`src/rtl/go_turn_timer.sv`:
```
// go_turn_timer: per-player Go game clock with main time followed by Japanese byo-yomi
//
// Ports:
//   clk            system clock
//   rst_n          asynchronous reset, active low
//   sec_level      1 Hz square wave from the clock generator (asynchronous, synchronised here)
//   start          pulse: reload all counters, black to move, enter RUN
//   move_done      pulse: player to move committed a stone or pass
//   pause          level: freeze timing while high
//   sec_phase_rst  pulse to the generator so each move starts on a fresh second
//   cur_player     0 = black, 1 = white
//   *_main         main seconds remaining
//   *_byo          seconds remaining in the current byo-yomi period
//   *_periods      byo-yomi periods remaining
//   *_in_byo       player has exhausted main time
//   running        state is RUN
//   timeout        game ended on time
//   loser          player who ran out of time (valid while timeout)
//   low_warn       player to move is in byo-yomi with few seconds left
module go_turn_timer #(
  parameter int MAIN_SECONDS = 600,
  parameter int BYO_SECONDS  = 30,
  parameter int BYO_PERIODS  = 3,
  parameter int CNT_W        = 10,
  parameter int BYO_W        = 6,
  parameter int PER_W        = 3,
  parameter int WARN_SECONDS = 5
) (
  input  logic             clk,
  input  logic             rst_n,
  input  logic             sec_level,
  input  logic             start,
  input  logic             move_done,
  input  logic             pause,
  output logic             sec_phase_rst,
  output logic             cur_player,
  output logic [CNT_W-1:0] black_main,
  output logic [CNT_W-1:0] white_main,
  output logic [BYO_W-1:0] black_byo,
  output logic [BYO_W-1:0] white_byo,
  output logic [PER_W-1:0] black_periods,
  output logic [PER_W-1:0] white_periods,
  output logic             black_in_byo,
  output logic             white_in_byo,
  output logic             running,
  output logic             timeout,
  output logic             loser,
  output logic             low_warn
);
  localparam logic [CNT_W-1:0] MAIN_L = CNT_W'(MAIN_SECONDS);
  localparam logic [CNT_W-1:0] MAIN_1 = CNT_W'(1);
  localparam logic [BYO_W-1:0] BYO_L  = BYO_W'(BYO_SECONDS);
  localparam logic [BYO_W-1:0] BYO_1  = BYO_W'(1);
  localparam logic [BYO_W-1:0] WARN_L = BYO_W'(WARN_SECONDS);
  localparam logic [PER_W-1:0] PER_L  = PER_W'(BYO_PERIODS);
  localparam logic [PER_W-1:0] PER_1  = PER_W'(1);
  localparam logic             INB_L  = (MAIN_SECONDS == 0);
  localparam logic             NO_BYO = (BYO_PERIODS == 0);

  typedef enum logic [1:0] {IDLE, RUN, PAUSE, OVER} state_t;
  state_t state, state_nx;

  logic s1, s2, s3, tick;
  logic act_tick, act_move, upd, exhaust;
  logic [CNT_W-1:0] cur_main, nx_main;
  logic [BYO_W-1:0] cur_byo, nx_byo;
  logic [PER_W-1:0] cur_per, nx_per;
  logic             cur_inb, nx_inb;

  // two-flop synchroniser, edge register, and a registered tick so it lands
  // three cycles after the sec_level rise
  always_ff @(posedge clk or negedge rst_n)
    if (!rst_n) begin
      s1   <= 1'b0;
      s2   <= 1'b0;
      s3   <= 1'b0;
      tick <= 1'b0;
    end else begin
      s1   <= sec_level;
      s2   <= s1;
      s3   <= s2;
      tick <= s2 & ~s3;
    end

  always_comb begin
    cur_main = cur_player ? white_main    : black_main;
    cur_byo  = cur_player ? white_byo     : black_byo;
    cur_per  = cur_player ? white_periods : black_periods;
    cur_inb  = cur_player ? white_in_byo  : black_in_byo;
  end

  // move_done beats a same-cycle tick; start beats everything
  assign act_move = move_done && state == RUN && !start;
  assign act_tick = tick && state == RUN && !move_done && !start;
  assign upd      = act_tick || act_move;
  assign exhaust  = act_tick && (cur_inb ? (cur_byo <= BYO_1 && cur_per <= PER_1)
                                         : (cur_main <= MAIN_1 && NO_BYO));

  // next values for the player to move; a move only refreshes the byo period
  always_comb begin
    nx_main = cur_main;
    nx_byo  = cur_byo;
    nx_per  = cur_per;
    nx_inb  = cur_inb;
    if (act_move)
      nx_byo = cur_inb ? BYO_L : cur_byo;
    else if (!cur_inb) begin
      nx_main = cur_main <= MAIN_1 ? '0 : cur_main - MAIN_1;
      nx_inb  = cur_main <= MAIN_1;
    end else if (cur_byo > BYO_1)
      nx_byo = cur_byo - BYO_1;
    else if (cur_per > PER_1) begin
      nx_per = cur_per - PER_1;
      nx_byo = BYO_L;
    end else begin
      nx_per = '0;
      nx_byo = '0;
    end
  end

  always_ff @(posedge clk or negedge rst_n)
    if (!rst_n) state <= IDLE;
    else        state <= state_nx;

  always_comb begin
    state_nx = state;
    if (start)
      state_nx = RUN;
    else if (state == RUN)
      state_nx = exhaust ? OVER : (pause ? PAUSE : RUN);
    else if (state == PAUSE)
      state_nx = pause ? PAUSE : RUN;
  end

  always_comb begin
    running  = state == RUN;
    low_warn = running && cur_inb && cur_byo <= WARN_L;
  end

  always_ff @(posedge clk or negedge rst_n)
    if (!rst_n) begin
      sec_phase_rst <= 1'b0;
      cur_player    <= 1'b0;
      timeout       <= 1'b0;
      loser         <= 1'b0;
      black_main    <= MAIN_L;
      white_main    <= MAIN_L;
      black_byo     <= BYO_L;
      white_byo     <= BYO_L;
      black_periods <= PER_L;
      white_periods <= PER_L;
      black_in_byo  <= INB_L;
      white_in_byo  <= INB_L;
    end else if (start) begin
      sec_phase_rst <= 1'b1;
      cur_player    <= 1'b0;
      timeout       <= 1'b0;
      loser         <= 1'b0;
      black_main    <= MAIN_L;
      white_main    <= MAIN_L;
      black_byo     <= BYO_L;
      white_byo     <= BYO_L;
      black_periods <= PER_L;
      white_periods <= PER_L;
      black_in_byo  <= INB_L;
      white_in_byo  <= INB_L;
    end else begin
      sec_phase_rst <= act_move;
      if (act_move) cur_player <= ~cur_player;
      if (exhaust) begin
        timeout <= 1'b1;
        loser   <= cur_player;
      end
      if (upd && !cur_player) begin
        black_main    <= nx_main;
        black_byo     <= nx_byo;
        black_periods <= nx_per;
        black_in_byo  <= nx_inb;
      end
      if (upd && cur_player) begin
        white_main    <= nx_main;
        white_byo     <= nx_byo;
        white_periods <= nx_per;
        white_in_byo  <= nx_inb;
      end
    end
endmodule

```
`config.mk`:
```
export PLATFORM = sky130hd
export DESIGN_NAME = go_turn_timer
export DESIGN_NICKNAME = d
export VERILOG_FILES = /design/src/rtl/go_turn_timer.sv
export SDC_FILE = /design/constraint.sdc
export NUM_CORES = 1
export LEC_CHECK = 0
export ABC_CLOCK_PERIOD_IN_PS = 3700
export CAP_MARGIN = 30
export CORE_MARGIN = 10
export CORE_UTILIZATION = 54
export CTS_BUF_LIST = sky130_fd_sc_hd__clkbuf_4 sky130_fd_sc_hd__clkbuf_8 sky130_fd_sc_hd__clkbuf_16
export DETAILED_ROUTE_END_ITERATION = 8
export HOLD_SLACK_MARGIN = 0.02
export MAX_ROUTING_LAYER = met4
export PLACE_DENSITY = 0.87
export SYNTH_ARGS = -nofsm -noshare
export SYNTH_HDL_FRONTEND = slang
export SYNTH_SLANG_ARGS = --single-unit
```
`constraint.sdc`:
```
create_clock -name clk -period 3.7 [get_ports clk]
set_clock_uncertainty 0.05 [all_clocks]
set_input_delay 0.37 -clock clk [delete_from_list [all_inputs] [get_ports clk]]
set_output_delay 0.37 -clock clk [all_outputs]
set_load 0.01 [all_outputs]
```
==> results.json, run 1 <==
{
  "status": "complete, no violations",
  "syn_inst": 323,
  "netlist.area_leader.share": 0.234,
  "r2r_slack_ns": 0.75,
  "port_buffers": 51,
  "clock_path_buffers": 2,
  "required_ns": 3.28,
  "dpl.cell_count": 440,
  "setup_ws_ns": 0.669,
  "end_kind": "output port",
  "grt_pass1_vias": 2919,
  "drtPass1Iterations": 5,
  "synth_top_family_by_area": "simple AND/OR/NAND/NOR gates",
  "period_share": 0.819,
  "path_clk_slew_ns": 0.09,
  "drt_iter0_drc": 146,
  "synth_nets": 335,
  "via_per_inst": 6.53,
  "dieWidth_um": 97.0,
  "critical_path.top_delay_family": "buffers and inverters",
  "synth.area.top_cells": "dfrtp_1 (23%), dfstp_2 (16%), nor2_1 (5.2%)",
  "maxCapViolations": 0,
  "cts.sinks": 50,
  "final_cell_count_no_fill": 449,
  "path_class": "reg -> out",
  "p_comb_frac": 0.233,
  "setup_violations": 0,
  "power.density_mw_per_mm2": 342,
  "postLayoutCellArea_mm2": 0.00387,
  "cts_tree": "done",
  "rsz0062_at_grt": "no",
  "overflow": 0,
  "yosys_warnings": 0,
  "cp_slowest_stage_delay_ns": 0.55,
  "areaGrowthSynthToFinish_pct": 20.9,
  "cp.buffers_inverters": 2,
  "fillers": 458,
  "post_cts_resized": 0,
  "worstSetupEndpoint": "low_warn",
  "rows": 28,
  "crit_chain": "mux2i_1 -> inv_1 -> ha_1 -> or2_2 -> o211ai_1 -> nor2_1 -> clkdlybuf4s50_1",
  "cts_root_buf": "clkbuf_8",
  "arrival_ns": 2.61,
  "synth.distinct_cells": 72,
  "r2r_start": "cur_player$_DFFE_PN0P_",
  "synth_seq_cells": 50,
  "sw_frac_of_total": 0.298,
  "core_area_mm2": 0.00585,
  "vias": 2931,
  "clock_power_share": 0.303,
  "cp_max_fo": 13,
  "worst-slew-pin-transition_ns": 0.659,
  "synth_edf_count": 0,
  "ys.flop_type": "dfrtp_1",
  "synth-xor-area-share": 0.00273,
  "dp_slack_ns": 0.796,
  "wl_per_cell_um": 19.4,
  "syn-cell-area_mm2": 0.00321,
  "grt_max_degree": 50,
  "drc": 0,
  "dieArea_mm2": 0.00942,
  "clock.fmax_mhz": 330,
  "setup_tns_ns": 0,
  "ys_async_sr_fraction": 1.00,
  "post-dp-hpwl_um": 6190,
  "hold_viol": 0,
  "multiInputGateArea_mm2": 0.00177,
  "ys_seq_area_frac": 0.398,
  "h-tree-depth": 2,
  "initial_core_util": 0.548,
  "r2r_cells": 8,
  "maxSlewViolCount": 0,
  "synthAdderAreaFrac": 0.0234,
  "startpoint": "cur_player$_DFFE_PN0P_",
  "ant_nets": 0,
  "synth-compound-area-share": 0.193,
  "layout-drive-gt1-share": 0.193,
  "cts_setup_buffers": 0,
  "synth.avg_cell_area_um2": 9.92,
  "post_dp_cell_area_mm2": 0.00375,
  "leakage_nw": 1.45,
  "grt_usage": 0.182,
  "insertion_delay_ns": 0.31,
  "startpoint_type": "flip-flop",
  "gp_congestion": 0.938,
  "cp_num_cells": 7,
  "cts-buffers-inserted": 5,
  "fin_nets": 385,
  "antenna_cells": 0,
  "min_path_type": "reg -> reg",
  "synth_top_area_cell": "dfrtp_1",
  "worst_r2r_endpoint": "black_main[4]$_DFFE_PN1P_",
  "seqPwrFrac": 0.464,
  "wl_um": 8720,
  "synth_mux_area_frac": 0.0906,
  "grt_pass1_wl_um": 14200,
  "critPathSlowestCell": "dfrtp_2",
  "io_pins": 52,
  "synth-simple-area-share": 0.244,
  "ff_latch_area_mm2": 0.00128,
  "maxSlewHeadroom": 0.560,
  "p_switching_mw": 0.395,
  "grt_antenna_before_repair": 0,
  "die_h_um": 97.0,
  "fin_crit_ns": 3.03,
  "p_int_mw": 0.930,
  "ir_drop_mv": 0.213
}
## sequential cells by signal (all words and copies together), names as in the netlist, 2 cells and up
register       count
black_byo          6
black_main        10
black_periods      3
state              2
white_byo          6
white_main        10
white_periods      3
## worst min path at each step
| stage | from | end | slack, ns | cells past startpoint |
|---|---|---|---|---|
| 2_1_floorplan | rst_n | black_byo[0]$_DFFE_PN0P_ | 0.02 | 0 |
| 3_3_place_gp | rst_n | sec_phase_rst$_DFF_PN0_ | 0.28 | 1 |
| 3_5_place_dp | s1$_DFF_PN0_ | s2$_DFF_PN0_ | 0.29 | 0 |
| 4_1_cts | s1$_DFF_PN0_ | s2$_DFF_PN0_ | 0.31 | 0 |
| 5_1_grt | s1$_DFF_PN0_ | s2$_DFF_PN0_ | 0.33 | 0 |
| 6_report | s1$_DFF_PN0_ | s2$_DFF_PN0_ | 0.31 | 0 |
## metrics by stage
stage                     hold WS (ns)  power, mW  utilization
after floorplan                 0.0244      0.821            -
after global placement           0.284      0.915        0.641
after detailed placement         0.289      0.927        0.641
after CTS                        0.310       1.33        0.662
after global routing             0.326       1.38        0.662
final                            0.306       1.32        0.662
## cells in the final DEF, fill, tap and decap left out, drive strengths merged, types with 3 or more instances in the layout
cell and count:
inv 8, nand3 6, nand4 7, nand3b 6, and3 3, mux2i 17
clkdlybuf4s50 50, or4 4, or2 4, nor3 9, o21bai 3, a311oi 8
nor3b 7, dfrtp 30, o311ai 4, dfstp 20, a211oi 13, clkbuf 7
nor2 45, a21oi 17, o21ai 13, ha 6, or3 3, nand4b 4
nand2 18, buf 10, a31oi 3, mux2 7, nand2b 3
## Yosys cell counts, drive strengths merged, types with 3 or more instances
master / number
mux2: 7
dfrtp: 30
nand2b: 3
nor3: 9
or4: 4
or2: 4
nand3b: 6
o21ai: 13
clkbuf: 6
nand3: 6
nand2: 18
nor2: 45
o311ai: 4
nand4: 7
mux2i: 17
inv: 8
a21oi: 17
nor3b: 7
ha: 6
nand4b: 4
a211oi: 13
a31oi: 3
buf: 12
and3: 3
a311oi: 8
or3: 3
o21bai: 3
dfstp: 20
## final cells by class
| class | instances | area share |
|---|---|---|
| inverters | 9 | 0.00872 |
| clock buffers | 7 | 0.0216 |
| flip-flops and latches | 50 | 0.330 |
| clock inverters | 1 | 0.00775 |
| well taps | 75 | 0.0242 |
| repair buffers | 61 | 0.150 |
| multi-input cells | 246 | 0.458 |
## power groups by stage
stage	sequential (mW)	combinational (mW)	clock, mW
floorplan	0.621	0.200	0
global placement	0.622	0.293	0
detailed placement	0.624	0.304	0
CTS	0.614	0.306	0.407
global route	0.619	0.333	0.423
finish	0.614	0.308	0.402
## layer usage
layer / share of wire / GRT usage
met3: 0.071 / 0.0413
met5: 0 / -
met4: 0.023 / 0.0715
met2: 0.51 / 0.312
met1: 0.40 / 0.199
## timing repair
item	4_1_cts	5_1_grt
hold buffers	1	0
setup endpoints to repair	0	0
hold endpoints to repair	11	0
## cell families (layout without fill, tap and decap cells)
logic type | Yosys count | count (layout)
buffers and inverters | 27 | 78
adders and majority gates | 6 | 6
AOI/OAI and AO/OA | 82 | 82
muxes | 24 | 24
xor gates and xnor gates | 1 | 1
DFF | 50 | 50
and+or+nand+nor | 133 | 133
Note: power is estimated with default switching activity, not from simulation.
==> run 2, diff against run 1 <==
- ABC_CLOCK_PERIOD_IN_PS: 3700 -> 2500
- CORE_UTILIZATION: 54 -> 49
- PLACE_DENSITY: 0.87 -> 0.83
- clock period: 3.7 -> 2.5 ns (I/O delays scaled with it)
==> run 2 against run 1 <==
  * Clock-buffer cell count down 1
  * Critical endpoint is now white_byo[2]$_DFFE_PN1P_
  * Worst hold slack better by 0.0059 ns
  * Critical path depth increased by 2
  * Register-to-register slack worse by 0.70 ns
  * Via count is 0.24% lower
  * Design area grew 6.9%
  * Combinational power up 73%
  * Sequential share of layout area down 2.1 points
  * Die area rose by 8.1%
==> results.json, run 2 (same netlist as run 1, synthesis figures left out) <==
{
  "status": "complete, no violations",
  "cts_root_buf": "clkbuf_8",
  "cp.buffers_inverters": 3,
  "final_cell_count_no_fill": 470,
  "grt_max_degree": 40,
  "areaGrowthSynthToFinish_pct": 29.2,
  "critPathSlowestCell": "or4_4",
  "path_clk_slew_ns": 0.09,
  "min_path_type": "reg -> reg",
  "ff_latch_area_mm2": 0.00128,
  "fin_crit_ns": 2.45,
  "core_area_mm2": 0.00635,
  "power.density_mw_per_mm2": 491,
  "leakage_nw": 1.57,
  "ant_nets": 0,
  "dpl.cell_count": 455,
  "clock_path_buffers": 2,
  "dieWidth_um": 101,
  "cts-buffers-inserted": 5,
  "drtPass1Iterations": 5,
  "critical_path.top_delay_family": "simple AND/OR/NAND/NOR gates",
  "dp_slack_ns": 0.0771,
  "maxCapViolations": 0,
  "grt_usage": 0.179,
  "startpoint_type": "flip-flop",
  "path_class": "reg -> reg",
  "wl_um": 9030,
  "period_share": 0.979,
  "fillers": 491,
  "required_ns": 2.70,
  "end_kind": "flip-flop",
  "maxSlewHeadroom": 0.699,
  "antenna_cells": 0,
  "die_h_um": 101,
  "layout-drive-gt1-share": 0.257,
  "rows": 29,
  "cts.sinks": 50,
  "initial_core_util": 0.505,
  "setup_violations": 0,
  "maxSlewViolCount": 0,
  "h-tree-depth": 2,
  "wl_per_cell_um": 19.2,
  "multiInputGateArea_mm2": 0.00187,
  "utilization": 0.652,
  "dieArea_mm2": 0.0102,
  "port_buffers": 51,
  "cts_tree": "done",
  "vias": 2924,
  "reg.largest.list": "black_main x10, white_main x10",
  "worst-slew-pin-transition_ns": 0.447,
  "grt_antenna_before_repair": 0,
  "drt_iter0_drc": 191,
  "via_per_inst": 6.22,
  "overflow": 0,
  "drc": 0,
  "rsz0062_at_grt": "yes",
  "post-dp-hpwl_um": 6580,
  "cp_max_fo": 11,
  "arrival_ns": 2.64,
  "ir_drop_mv": 0.302,
  "fin_nets": 404,
  "setup_tns_ns": 0,
  "most-common-layout-cells": "clkdlybuf4s50_1 (49), nor2_1 (43), dfrtp_1 (29)",
  "gp_congestion": 0.917,
  "hold_viol": 0,
  "setup_ws_ns": 0.0534,
  "final_common_cell": "clkdlybuf4s50_1",
  "clock.fmax_mhz": 409,
  "crit_chain": "buf_4 -> buf_12 -> mux2i_4 -> ha_1 -> inv_2 -> a31oi_4 -> o21ai_2 -> or4_4 -> o21a_1",
  "finalPower_mw": 2.03,
  "grt_pass1_vias": 2953,
  "io_pins": 52,
  "insertion_delay_ns": 0.31,
  "cp_slowest_stage_delay_ns": 0.54,
  "grt_pass1_wl_um": 14600
}
-- run 2: cell count changes in the layout (fill, tap and decap cells not counted), moves of 2 or more --
cell,previous run,this run
mux2i_1,14,9
o311ai_1,0,2
buf_4,9,26
mux2i_4,3,7
ha_1,6,4
o311ai_0,4,2
buf_12,0,2
-- run 2: stage by stage --
| step | cell area (um^2) | hold WS, ns |
|---|---|---|
| after global routing | 4140 | 0.323 |
| after floorplan | 3280 | -0.0956 |
| after global placement | 3930 | 0.129 |
| after CTS | 4070 | 0.319 |
| final | 4140 | 0.312 |
| after detailed placement | 3930 | 0.137 |
-- run 2: cell type report --
class,instances,area share
clock buffers,6,0.0184
multi-input cells,246,0.452
inverters,9,0.00815
flip-flops and latches,50,0.308
repair buffers,80,0.181
well taps,77,0.0233
clock inverters,2,0.00906
-- run 2: final timing paths --
check                                       startpoint                        end  slack [ns]  cells past startpoint
worst max-delay path            cur_player$_DFFE_PN0P_   white_byo[2]$_DFFE_PN1P_        0.05                      9
min in group asynchronous                        rst_n  white_main[7]$_DFFE_PN0P_        0.33                      2
worst min-delay path                      s1$_DFF_PN0_               s2$_DFF_PN0_        0.31                      0
worst min register to register            s1$_DFF_PN0_               s2$_DFF_PN0_        0.31                      0
worst max register to register  cur_player$_DFFE_PN0P_   white_byo[2]$_DFFE_PN1P_        0.05                      9
max in group asynchronous                        rst_n   black_byo[3]$_DFFE_PN1P_        1.43                      3
-- run 2: per-layer routing --
metal / part of all wire / vias to the layer above / wire length [um] / GRT usage
met5: 0 / - / 0 / -
met4: 0.015 / 0 / 131 / 0.0467
met3: 0.065 / 13 / 586 / 0.0377
met2: 0.49 / 131 / 4460 / 0.291
met1: 0.43 / 1427 / 3850 / 0.221
li1: - / 1353 / - / -
-- run 2: where the power goes --
group	internal [mW]	switching, mW
Clock	0.310	0.281
Sequential	0.857	0.0513
Combinational	0.252	0.282
Total	1.42	0.614
-- run 2: timing repair --
action | in CTS | in global routing
setup buffers | 2 | 4
endpoints found under the setup margin | 2 | 12
resized for setup | 2 | 9
pin swaps | 0 | 2
gates cloned | 0 | 0
hold buffers | 1 | 0
hold endpoints to repair | 7 | 0
==> run 3, diff against run 2 <==
- MAX_ROUTING_LAYER: met4 -> unset
==> run 3 against run 2 <==
  * Non-clock buffer count down 8
  * Worst hold slack worse by 0.0046 ns
  * Die area unchanged
  * Largest cell class unchanged
  * Critical path type is now reg -> out
  * Design area down 0.48%
  * Highest routed layer unchanged
  * Final cell count down 1.7%
  * Clock-buffer cell count unchanged
==> results.json, run 3 (same netlist as run 1, synthesis figures left out) <==
{
  "cts_tree": "done",
  "drc": 0,
  "min_path_type": "reg -> reg",
  "reg.largest.list": "black_main x10, white_main x10",
  "cp_slowest_stage_delay_ns": 0.49,
  "grt_pass1_vias": 3133,
  "post-dp-hpwl_um": 6640,
  "arrival_ns": 2.10,
  "crit_chain": "mux2i_4 -> inv_1 -> ha_1 -> or2_4 -> o211ai_1 -> nor2_1 -> dlygate4sd2_1",
  "h-tree-depth": 2,
  "wl_met3_um": 708,
  "maxSlewViolCount": 0,
  "grt_antenna_before_repair": 0,
  "startpoint_type": "flip-flop",
  "grt_usage": 0.181,
  "r2r_slack_ns": 0.11,
  "gp_congestion": 0.933,
  "cts_root_buf": "clkbuf_8",
  "fillers": 491,
  "layout-drive-gt1-share": 0.242,
  "maxCapViolations": 0,
  "period_share": 0.959,
  "r2r_start": "cur_player$_DFFE_PN0P_",
  "p_switching_mw": 0.629,
  "clock_power_share": 0.331,
  "dieArea_mm2": 0.0102,
  "grt_pass1_wl_um": 15300,
  "end_kind": "output port",
  "fin_hold_ws_ns": 0.307,
  "sw_frac_of_total": 0.291,
  "grt_max_degree": 40,
  "worst-slew-pin-transition_ns": 0.420,
  "path_clk_slew_ns": 0.09,
  "required_ns": 2.20,
  "core_area_mm2": 0.00635,
  "drtPass1Iterations": 4,
  "die_h_um": 101,
  "fin_nets": 396,
  "leakage_nw": 1.54,
  "met1_length_um": 3710,
  "ant_nets": 0,
  "initial_core_util": 0.505,
  "r2r_cells": 6,
  "insertion_delay_ns": 0.31,
  "worst_r2r_endpoint": "white_periods[1]$_DFFE_PN1P_",
  "path_class": "reg -> out",
  "whs_endpoint": "s2$_DFF_PN0_",
  "ir_drop_mv": 0.297,
  "maxSlewHeadroom": 0.714,
  "cts-buffers-inserted": 5,
  "dieWidth_um": 101,
  "rsz0062_at_grt": "yes",
  "fin_crit_ns": 2.40,
  "dpl.cell_count": 452,
  "p_comb_frac": 0.246,
  "power.density_mw_per_mm2": 524,
  "p_int_mw": 1.53,
  "port_buffers": 51,
  "final_common_cell": "clkdlybuf4s50_1",
  "seqPwrFrac": 0.422,
  "via_per_inst": 6.28,
  "wl_um": 9290,
  "antenna_cells": 0,
  "overflow": 0,
  "cp_max_fo": 4,
  "cts.sinks": 50,
  "maxUsedRoutingLayer": "met4",
  "io_pins": 52,
  "areaGrowthSynthToFinish_pct": 28.6,
  "hold_depth": 0,
  "drt_iter0_drc": 237,
  "clock_path_buffers": 2,
  "status": "complete, no violations",
  "wl_met2_um": 4710,
  "rows": 29,
  "startpoint": "cur_player$_DFFE_PN0P_",
  "most-common-layout-cells": "clkdlybuf4s50_1 (49), nor2_1 (43), dfrtp_1 (29)",
  "critPathSlowestCell": "dfrtp_2",
  "vias": 2900,
  "final_cell_count_no_fill": 462,
  "wl_per_cell_um": 20.1,
  "hold_start": "s1$_DFF_PN0_",
  "hold_viol": 0,
  "setup_violations": 0,
  "clock.fmax_mhz": 417
}
run 3: changes by cell type in the layout (fill, tap and decap cells not counted), sizes merged:
cell / delta
clkinvlp: -1
bufinv: +1
buf: -8
run 3: what timing repair did:
action	4_1_cts	5_1_grt
endpoints found under the hold margin	8	0
endpoints found under the setup margin	1	9
resized for setup	6	6
hold buffers	1	0
buffers inserted	1	0
run 3: worst max path at each step:
stage | to | slack, ns | depth (start not counted)
final | low_warn | 0.10 | 7
after global placement | black_periods[1]$_DFFE_PN1P_ | 0.19 | 7
after CTS | black_byo[2]$_DFFE_PN1P_ | 0.04 | 8
after detailed placement | black_main[6]$_DFFE_PN1P_ | 0.04 | 10
after floorplan | black_byo[2]$_DFFE_PN1P_ | -0.15 | 11
after global routing | white_periods[1]$_DFFE_PN1P_ | -0.001 | 6
run 3: layout make-up:
cell class	instances	area [um^2]	area share
flip-flops and latches	50	1280	0.310
clock buffers	6	82.6	0.0200
well taps	77	96.3	0.0234
repair buffers	72	693	0.168
clock inverters	2	60.1	0.0146
inverters	9	33.8	0.00819
multi-input cells	246	1880	0.456
run 3: worst max-delay path: cells and delay by family (launching register included):
kind / cells / cell delay, ns
AO/OA/AOI/OAI: 1 / 0.17
buffers and inverters: 2 / 0.35
flip-flops: 1 / 0.49
multiplexers: 1 / 0.28
adder cells (fa/ha/maj): 1 / 0.18
AND/OR/NAND/NOR: 2 / 0.31
run 3: metal layers:
metal / vias to the layer above / global-route usage
li1: 1337 / -
met1: 1432 / 0.211
met2: 115 / 0.308
met3: 16 / 0.0466
met4: 0 / 0.0761
met5: - / 0
run 3: power by group through the flow:
stage	clock network (mW)	logic (mW)	registers, mW
floorplan	0	0.327	0.921
global placement	0	0.491	0.919
detailed placement	0	0.505	0.921
CTS	0.718	0.517	0.910
global route	0.746	0.577	0.917
finish	0.716	0.532	0.912
run 3: stage by stage:
stage / setup TNS [ns] / area (um^2) / setup slack (ns) / total power, mW / utilization
after floorplan: -0.836 / 3280 / -0.151 / 1.25 / -
after global placement: 0 / 3910 / 0.193 / 1.41 / 0.616
after detailed placement: 0 / 3910 / 0.0370 / 1.43 / 0.616
after CTS: 0 / 4090 / 0.0398 / 2.14 / 0.645
after global routing: -0.00112 / 4120 / -0.00112 / 2.24 / 0.649
final: 0 / 4120 / 0.103 / 2.16 / 0.649
